**config.mk**
```make
export PLATFORM = sky130hd
export DESIGN_NAME = rob_buffer
export DESIGN_NICKNAME = d
export VERILOG_FILES = /design/src/rtl/rob_buffer.sv
export SDC_FILE = /design/constraint.sdc
export NUM_CORES = 2
export LEC_CHECK = 0
export BUFFER_PORTS_ARGS = -buffer_cell sky130_fd_sc_hd__buf_4
export CELL_PAD_IN_SITES_DETAIL_PLACEMENT = 1
export CELL_PAD_IN_SITES_GLOBAL_PLACEMENT = 1
export CORE_MARGIN = 4
export CORE_UTILIZATION = 55
export DETAILED_ROUTE_END_ITERATION = 12
export PLACE_DENSITY = 0.77
export SETUP_SLACK_MARGIN = 0.05
export SLEW_MARGIN = 0
export SYNTH_ARGS = -nofsm -noshare
export SYNTH_HDL_FRONTEND = slang
export SYNTH_SLANG_ARGS = --single-unit
```
**constraint.sdc**
```tcl
create_clock -name clk -period 5.9 [get_ports clk]
set_input_delay 1.18 -clock clk [delete_from_list [all_inputs] [get_ports clk]]
set_output_delay 1.18 -clock clk [all_outputs]
set_load 0.1 [all_outputs]
```
**src/rtl/rob_buffer.sv**
```systemverilog
// rob_buffer: in-order reorder buffer between rename and retirement.
//
// Ports
//   clk, reset_n                     clock, synchronous active-low reset
//   alloc_valid/ready, alloc_pc,
//   alloc_pd_new/old, alloc_tag      rename allocation; tag = tail pointer
//   {alu,mem,br}_done/_tag           FU writeback completion strobes
//   mispredict, mispredict_tag       flush every entry younger than the tag
//   retire_valid/tag/pc/pd_new/old   head entry retiring this cycle
//   full, empty, count               occupancy, derived from count only
//
// Each slot is a rob_entry instance. The top computes per-slot write,
// complete-set and clear strobes; slots only hold state.

module rob_entry #(
  parameter int PREG_W = 7
) (
  input  logic              clk,
  input  logic              reset_n,
  input  logic              we,
  input  logic              set_cmp,
  input  logic              clr,
  input  logic [31:0]       w_pc,
  input  logic [PREG_W-1:0] w_pd_new,
  input  logic [PREG_W-1:0] w_pd_old,
  output logic              valid,
  output logic              complete,
  output logic [31:0]       pc,
  output logic [PREG_W-1:0] pd_new,
  output logic [PREG_W-1:0] pd_old
);

  always_ff @(posedge clk) begin
    if (!reset_n) begin
      valid    <= 1'b0;
      complete <= 1'b0;
    end else if (we) begin
      valid    <= 1'b1;
      complete <= 1'b0;
    end else if (clr) begin
      // Flush beats a same-cycle completion, so strobes to flushed tags drop.
      valid    <= 1'b0;
      complete <= 1'b0;
    end else if (set_cmp) begin
      complete <= 1'b1;
    end
  end

  // Payload needs no reset; it is only observed while valid is set.
  always_ff @(posedge clk) begin
    if (we) begin
      pc     <= w_pc;
      pd_new <= w_pd_new;
      pd_old <= w_pd_old;
    end
  end

endmodule

module rob_buffer #(
  parameter int DEPTH  = 32,
  parameter int TAG_W  = 5,
  parameter int PREG_W = 7
) (
  input  logic              clk,
  input  logic              reset_n,
  input  logic              alloc_valid,
  output logic              alloc_ready,
  input  logic [31:0]       alloc_pc,
  input  logic [PREG_W-1:0] alloc_pd_new,
  input  logic [PREG_W-1:0] alloc_pd_old,
  output logic [TAG_W-1:0]  alloc_tag,
  input  logic              alu_done,
  input  logic [TAG_W-1:0]  alu_tag,
  input  logic              mem_done,
  input  logic [TAG_W-1:0]  mem_tag,
  input  logic              br_done,
  input  logic [TAG_W-1:0]  br_tag,
  input  logic              mispredict,
  input  logic [TAG_W-1:0]  mispredict_tag,
  output logic              retire_valid,
  output logic [TAG_W-1:0]  retire_tag,
  output logic [31:0]       retire_pc,
  output logic [PREG_W-1:0] retire_pd_new,
  output logic [PREG_W-1:0] retire_pd_old,
  output logic              full,
  output logic              empty,
  output logic [TAG_W:0]    count
);

  logic [TAG_W-1:0]              head, tail;
  logic [DEPTH-1:0]              e_valid, e_cmp;
  logic [DEPTH-1:0][31:0]        e_pc;
  logic [DEPTH-1:0][PREG_W-1:0]  e_pd_new, e_pd_old;
  logic                          accept;
  logic [TAG_W-1:0]              age_m;

  // Outputs are held at their reset values while reset_n is low so nothing
  // leaks out of stale state before the reset edge.
  assign full         = reset_n && (count == (TAG_W+1)'(DEPTH));
  assign empty        = !reset_n || (count == '0);
  assign alloc_ready  = reset_n && !full && !mispredict;
  assign alloc_tag    = reset_n ? tail : '0;
  assign accept       = alloc_valid && alloc_ready;

  assign retire_valid  = reset_n && e_valid[head] && e_cmp[head];
  assign retire_tag    = head;
  assign retire_pc     = e_pc[head];
  assign retire_pd_new = e_pd_new[head];
  assign retire_pd_old = e_pd_old[head];

  // Age relative to head; modulo wrap falls out of the TAG_W-bit subtract.
  assign age_m = mispredict_tag - head;

  for (genvar i = 0; i < DEPTH; i++) begin : g_ent
    localparam logic [TAG_W-1:0] IDX = TAG_W'(i);
    logic [TAG_W-1:0] age;
    logic flush, hit, set_cmp, clr, we;

    assign age     = IDX - head;
    assign flush   = mispredict && (age > age_m);
    assign hit     = (alu_done && alu_tag == IDX) ||
                     (mem_done && mem_tag == IDX) ||
                     (br_done  && br_tag  == IDX);
    assign set_cmp = e_valid[i] && hit && !flush;
    assign clr     = flush || (retire_valid && head == IDX);
    // Alloc never targets the head while it retires: head==tail only when
    // empty (nothing to retire) or full (alloc refused).
    assign we      = accept && tail == IDX;

    rob_entry #(.PREG_W(PREG_W)) u_ent (
      .clk      (clk),
      .reset_n  (reset_n),
      .we       (we),
      .set_cmp  (set_cmp),
      .clr      (clr),
      .w_pc     (alloc_pc),
      .w_pd_new (alloc_pd_new),
      .w_pd_old (alloc_pd_old),
      .valid    (e_valid[i]),
      .complete (e_cmp[i]),
      .pc       (e_pc[i]),
      .pd_new   (e_pd_new[i]),
      .pd_old   (e_pd_old[i])
    );
  end

  always_ff @(posedge clk) begin
    if (!reset_n) begin
      head  <= '0;
      tail  <= '0;
      count <= '0;
    end else begin
      if (retire_valid) head <= head + 1'b1;
      if (mispredict) begin
        tail  <= mispredict_tag + 1'b1;
        count <= (TAG_W+1)'(age_m) + (TAG_W+1)'(1) - (TAG_W+1)'(retire_valid);
      end else begin
        if (accept) tail <= tail + 1'b1;
        count <= count + (TAG_W+1)'(accept) - (TAG_W+1)'(retire_valid);
      end
    end
  end

endmodule

```
# ---- Yosys cells after proc, flatten, opt, wreduce, memory -nomap -nowiden
# Index checks and enable logic that the tools add are counted.
# W data, S select, Z words.
dict set report totals {
  regBits 1552
  in_bits 73
  output_inout_bits 66
  elab_cells 936
}
dict set report classes {
  addsub 40
  order_cmp 33
  n_eq_ne 156
  muxes 78
  bitwise_logic 1
  reduce_logical 465
}
# cell n
set ops {}
lappend ops {{$eq A5 B5 Y1 const B} 80}
lappend ops {{$logic_and A1 B1 Y1} 262}
lappend ops {{$eq A5 B4 Y1 const B} 40}
lappend ops {{$bmux W32 S5} 1}
lappend ops {{$gt A5 B5 Y1} 32}
lappend ops {{$eq A5 B3 Y1 const B} 20}
lappend ops {{$logic_or A1 B1 Y1} 97}
lappend ops {{$reduce_or A3 Y1} 32}
lappend ops {{$sub A5 B5 Y5 const A} 16}
lappend ops {{$bmux W7 S5} 2}
lappend ops {{$mux W1} 66}
lappend ops {{$reduce_bool A2 Y1} 33}
lappend ops {{$eq A5 B2 Y1 const B} 10}
lappend ops {{$sub A4 B5 Y5 const A} 8}
lappend ops {{$logic_not A1 Y1} 35}
lappend ops {{$mux W32} 1}
lappend ops {{$eq A5 B1 Y1 const B} 5}
lappend ops {{$logic_not A5 Y1} 5}
lappend ops {{$sub A3 B5 Y5 const A} 4}
lappend ops {{$add A5 B1 Y5 const B} 3}
lappend ops {{$mux W5} 3}
lappend ops {{$mux W7} 2}
lappend ops {{$sub A6 B1 Y6} 2}
lappend ops {{$bmux W1 S5} 2}
lappend ops {{10 further kinds} 12}

# ---- Longest topological paths before layout
dict set report depth {
  ltp_word 9
  depth_mapped 19
  mapped_depth_nobuf 15
}

# ---- Cells and area by module
# From an unflattened synthesis, not the netlist that was laid out.
dict set report hier_totals {
  hier_cells 3243
  hier_area_um2 63848.7
}
# mod n_inst cells_per_inst area_per_inst_um2 seq_area_each_um2
set modules_own_cells {}
lappend modules_own_cells {rob_entry 32 52 1453.9 1421.4}
lappend modules_own_cells {rob_buffer 1 1579 17324.1 320.3}

# ---- Least setup slack after synthesis
# No wires, ideal clock.
dict set report synth_path {
  kind {input -> output}
  from {in mispredict}
  to {out alloc_ready}
  arrival_time_ps 3876
  required_ps 4720
  slack_ps 844
  path_stages 4
  path_buffers 3
  path_cell_list {clkbuf_1 clkbuf_1 buf_1 nor3_1}
}
dict set report synth_between {
  elab_chain_len 2
}
# element line
set synth_lines {}
lappend synth_lines {{start: declaration} 79} ;# input logic mispredict,
lappend synth_lines {{$logic_not A1 Y1} 102} ;# assign alloc_ready = reset_n && !full && !mispredict;
lappend synth_lines {{$logic_and A1 B1 Y1} 102}
lappend synth_lines {{end: declaration} 68} ;# output logic alloc_ready,
# Every way passes these cells.

# ---- Worst setup path in the final report
dict set report layout_path {
  from {reg head[2] (netlist: retire_tag[2])}
  to {out retire_valid}
}
dict set report layout_between {
  elab_chain_len 4
  word_cells_on_any_way 6
  cone_classes {mux (4); reduce/logical (2)}
}
# element line
set layout_lines {}
lappend layout_lines {{start: declaration} 91} ;# logic [TAG_W-1:0] head, tail;
lappend layout_lines {{start signal: assignment} 154} ;# if (retire_valid) head <= head + 1'b1;
lappend layout_lines {{$bmux W1 S5} 106} ;# assign retire_valid = reset_n && e_valid[head] && e_cmp[head];
lappend layout_lines {{$mux W1 (not written as such)} 106}
lappend layout_lines {{$logic_and A1 B1 Y1} 106}
lappend layout_lines {{$logic_and A1 B1 Y1 *} 106}
lappend layout_lines {{end: declaration} 81} ;# output logic retire_valid,
# Mark *: on every way between the ends. The rest lies on a longest branch, timed or not. The select of a mux whose other input is x is not followed.

==> metrics.md <==
| Metric | Value |
|---|---|
| GR Util All Layers | `0.2942` |
| Share of the synthesized area in the top cell type | `0.7028` |
| Largest net degree at the start of global routing | `162` |
| Place WS | `1.058 ns` |
| Final GP Congestion | `0.9015` |
| RSZ-0062 raised after global routing | `no` |
| Area growth, synth to finish | `13.27%` |
| Avg Inst Size Synth | `20.08 um2` |
| DRT antenna net count | `0` |
| Worst Path Required | `4.72 ns` |
| Max stage delay on crit path | `0.99 ns` |
| Clk buf depth | `3` |
| Clock latency at the later pin of the worst-skew pair | `0.76 ns` |
| #FFs+latches synth | `1,552` |
| Vias per Instance | `6.714` |
| CP arrival | `4.07 ns` |
| DP Area | `66,230 um2` |
| Final instance area | `71,240 um2` |
| FF/Latch Area | `45,820 um2` |
| Post-Synth Simple-Gate Area | `0.03630` |
| Die area | `119,800 um2` |
| First-pass GRT wire length | `254,900 um` |
| Peak Freq | `190.4 MHz` |
| CTS clk-pin slew, worst paths | `0.06 ns` |
| Vias in the first global route | `35,370` |
| PortBufs | `138` |
| Initial core utilization | `0.5568` |
| Die width | `346.2 um` |
| Compound-gate portion of the synthesized area | `0.03147` |
| Post-synth top cells | `1,472 x edfxtp_1, 463 x mux4_2, 215 x nand2_1, 90 x clkbuf_1, 81 x nor2_1` |
| Period utilization | `0.8901` |
| # hold bufs at CTS | `0` |
| Crit path max-delay cell type | `buf_4` |
| Seq/Total Area, Yosys | `0.7282` |
| Peak supply drop | `0.0002961 V` |
| CTS tree | `built` |
| Post-synth ARST share | `0` |
| DRC Markers | `0` |
| Cell Area, Synth | `62,900 um2` |
| CP Class | `flop to output port` |
| Post-CTS setup buffer count | `0` |
| Synth Area in Adders | `0.01599` |
| Vias | `33,380` |
| Sink Count | `1,552` |
| Share of layout cells above drive strength 1 | `0.2772` |
| Core footprint | `113,000 um2` |
| Synth area leaders | `edfxtp_1 70%, mux4_2 17%, dfxtp_1 2.5%` |
| Synth Instances | `3,133` |
| Max-slew headroom | `0.1724` |
| Worst setup EP type | `output port` |
| CP cell instances | `buf_4 > nand4_1 > nand4_1 > o2bb2ai_2 > o31ai_2 > and2_1 > buf_4 > buf_4` |
| Post-synthesis cell type count | `78` |
| Status | `finished clean` |
| IO Pins | `139` |
| Leakage | `0.02242 uW` |
| Post_cts resized | `0` |
| PD cells | `317.8 nW/um2` |
| TritonCTS buffer count | `155` |
| Top FF cell, synth | `edfxtp_1` |
| Count of final hold-check violations | `0` |
| H-tree depth | `4` |
| Buf+Inv Stages, Crit Path | `3` |
| Multi-input logic area | `16,370 um2` |
| Non-filler cells, final | `4,972` |
| Worst slew pin tran | `1.241 ns` |
| Most common cell in the netlist | `edfxtp_1` |
| Placed Instances | `4,684` |
| Final #Nets | `3,490` |
| Area leader, netlist | `edfxtp_1` |
| # setup viols final | `0` |
| Max_cap viols | `0` |
| Critical Path Most Common Cell | `buf_4` |
| Startpoint Class | `flop` |
| Maximum fanout along the worst path | `59` |
| CP top delay family | `buffers and inverters` |
| GR Overflow Total | `0` |
| Post-synthesis mux area share | `0.1668` |
| HP Class | `flop to flop` |
| Clock Tree Root | `clkbuf_16` |
| Largest family of logic cells by synthesized area | `multiplexers` |
| Final HPWL from detailed placement | `97,230 um` |
| Syn_nets | `3,282` |
| Rows | `123` |
| Setup ws final | `0.6484 ns` |
| Fin. max-slew vios | `0` |
| Detailed Route Iter0 Violations | `4,194` |
| Number of flops mapped to enable cells by yosys | `1,472` |
| XOR/XNOR Fraction of Synth Area | `0.006067` |
| Min Tclk post-route | `5.252 ns` |
| WHS | `0.4725 ns` |
| Initial antenna violation count | `4` |
| Setup TNS | `0 ns` |
| Fill cells | `9,314` |
| Chip height | `346.2 um` |
| Initial DRT Pass Iterations | `6` |
| Yosys warns | `0` |
| Mean routed wirelength per cell | `35.03 um` |
| Final WL | `174,200 um` |
| Clk_skew | `0.02081 ns` |
## worst paths after layout
check                           cells past startpoint                    to  slack [ns]                  from
worst min-delay path                                2  g_ent[8].u_ent.valid        0.47  g_ent[8].u_ent.valid
worst max register to register                     16              count[5]        1.20         retire_tag[2]
worst min register to register                      2  g_ent[8].u_ent.valid        0.47  g_ent[8].u_ent.valid
worst max-delay path                                8          retire_valid        0.65         retire_tag[2]
## sequential cells by signal, indices dropped and copies added (netlist names)
signal                flops
g_ent.u_ent.complete     32
retire_tag                5
g_ent.u_ent.valid        32
tail                      5
g_ent.u_ent.pc         1024
g_ent.u_ent.pd_old      224
count                     6
g_ent.u_ent.pd_new      224
## final cells by class
class / count / share of cell area
Timing Repair Buffer: 213 / 0.02683
Sequential cell: 1552 / 0.6431
Tap cell: 1500 / 0.02634
Multi-Input combinational cell: 1354 / 0.2297
Antenna cell: 2 / 0.00007025
Inverter: 65 / 0.003670
Clock buffer: 181 / 0.05641
Clock inverter: 105 / 0.01384
## cell usage in the layout, fill, tap and decap left out, types with 15 or more instances in the layout
| cell type | instances |
|---|---|
| clkinv_2 | 34 |
| buf_4 | 188 |
| edfxtp_1 | 1472 |
| nor2_4 | 30 |
| clkbuf_1 | 24 |
| bufinv_16 | 15 |
| o21ai_0 | 64 |
| nand3_1 | 32 |
| nor3_1 | 21 |
| inv_1 | 55 |
| a21oi_1 | 65 |
| nor2_1 | 51 |
| o22ai_1 | 15 |
| buf_12 | 25 |
| mux4_2 | 463 |
| ha_1 | 74 |
| o22a_1 | 19 |
| xnor2_1 | 31 |
| nand2_1 | 215 |
| clkbuf_16 | 157 |
| dfxtp_1 | 76 |
| clkinv_1 | 43 |
## report_power, final
group	total, uW	internal, uW	leakage, uW	switching (uW)
clock	9740	5560	0.00245	4180
combinational	787	205	0.00609	582
sequential	12100	12100	0.0139	23.4
total	22600	17900	0.0224	4790
## kinds of logic after synthesis
logic type	count (synthesis)
buffers and inverters	227
AO/OA/AOI/OAI	290
flip-flops	1552
AND/OR/NAND/NOR	474
multiplexers	469
XOR/XNOR	41
adder cells (fa/ha/maj)	80
## routing by layer
layer	global-route usage	wire [um]
met5	0	31
met4	0.08603	4908
met3	0.04544	14210
met2	0.4884	88240
met1	0.4129	66800
## worst reg2reg max path: stages, from the launching register on
cell       delay, ns
dfxtp_4         0.53
buf_4           1.00
nand4_1         0.29
nand4_1         0.22
o2bb2ai_2       0.09
o31ai_2         0.42
and2_1          0.23
buf_4           0.21
ha_1            0.19
inv_1           0.07
ha_1            0.28
a21o_1          0.16
a21oi_1         0.22
o21bai_1        0.10
a21oi_1         0.19
xnor2_1         0.10
a211oi_1        0.29
## metrics by stage
step / total power (uW) / util
global placement: 13080 / 0.5864
global route: 23340 / 0.6307
CTS: 22790 / 0.6307
detailed placement: 13120 / 0.5864
finish: 22640 / 0.6307
floorplan: 12750 / -
(Power assumes the default switching activity.)
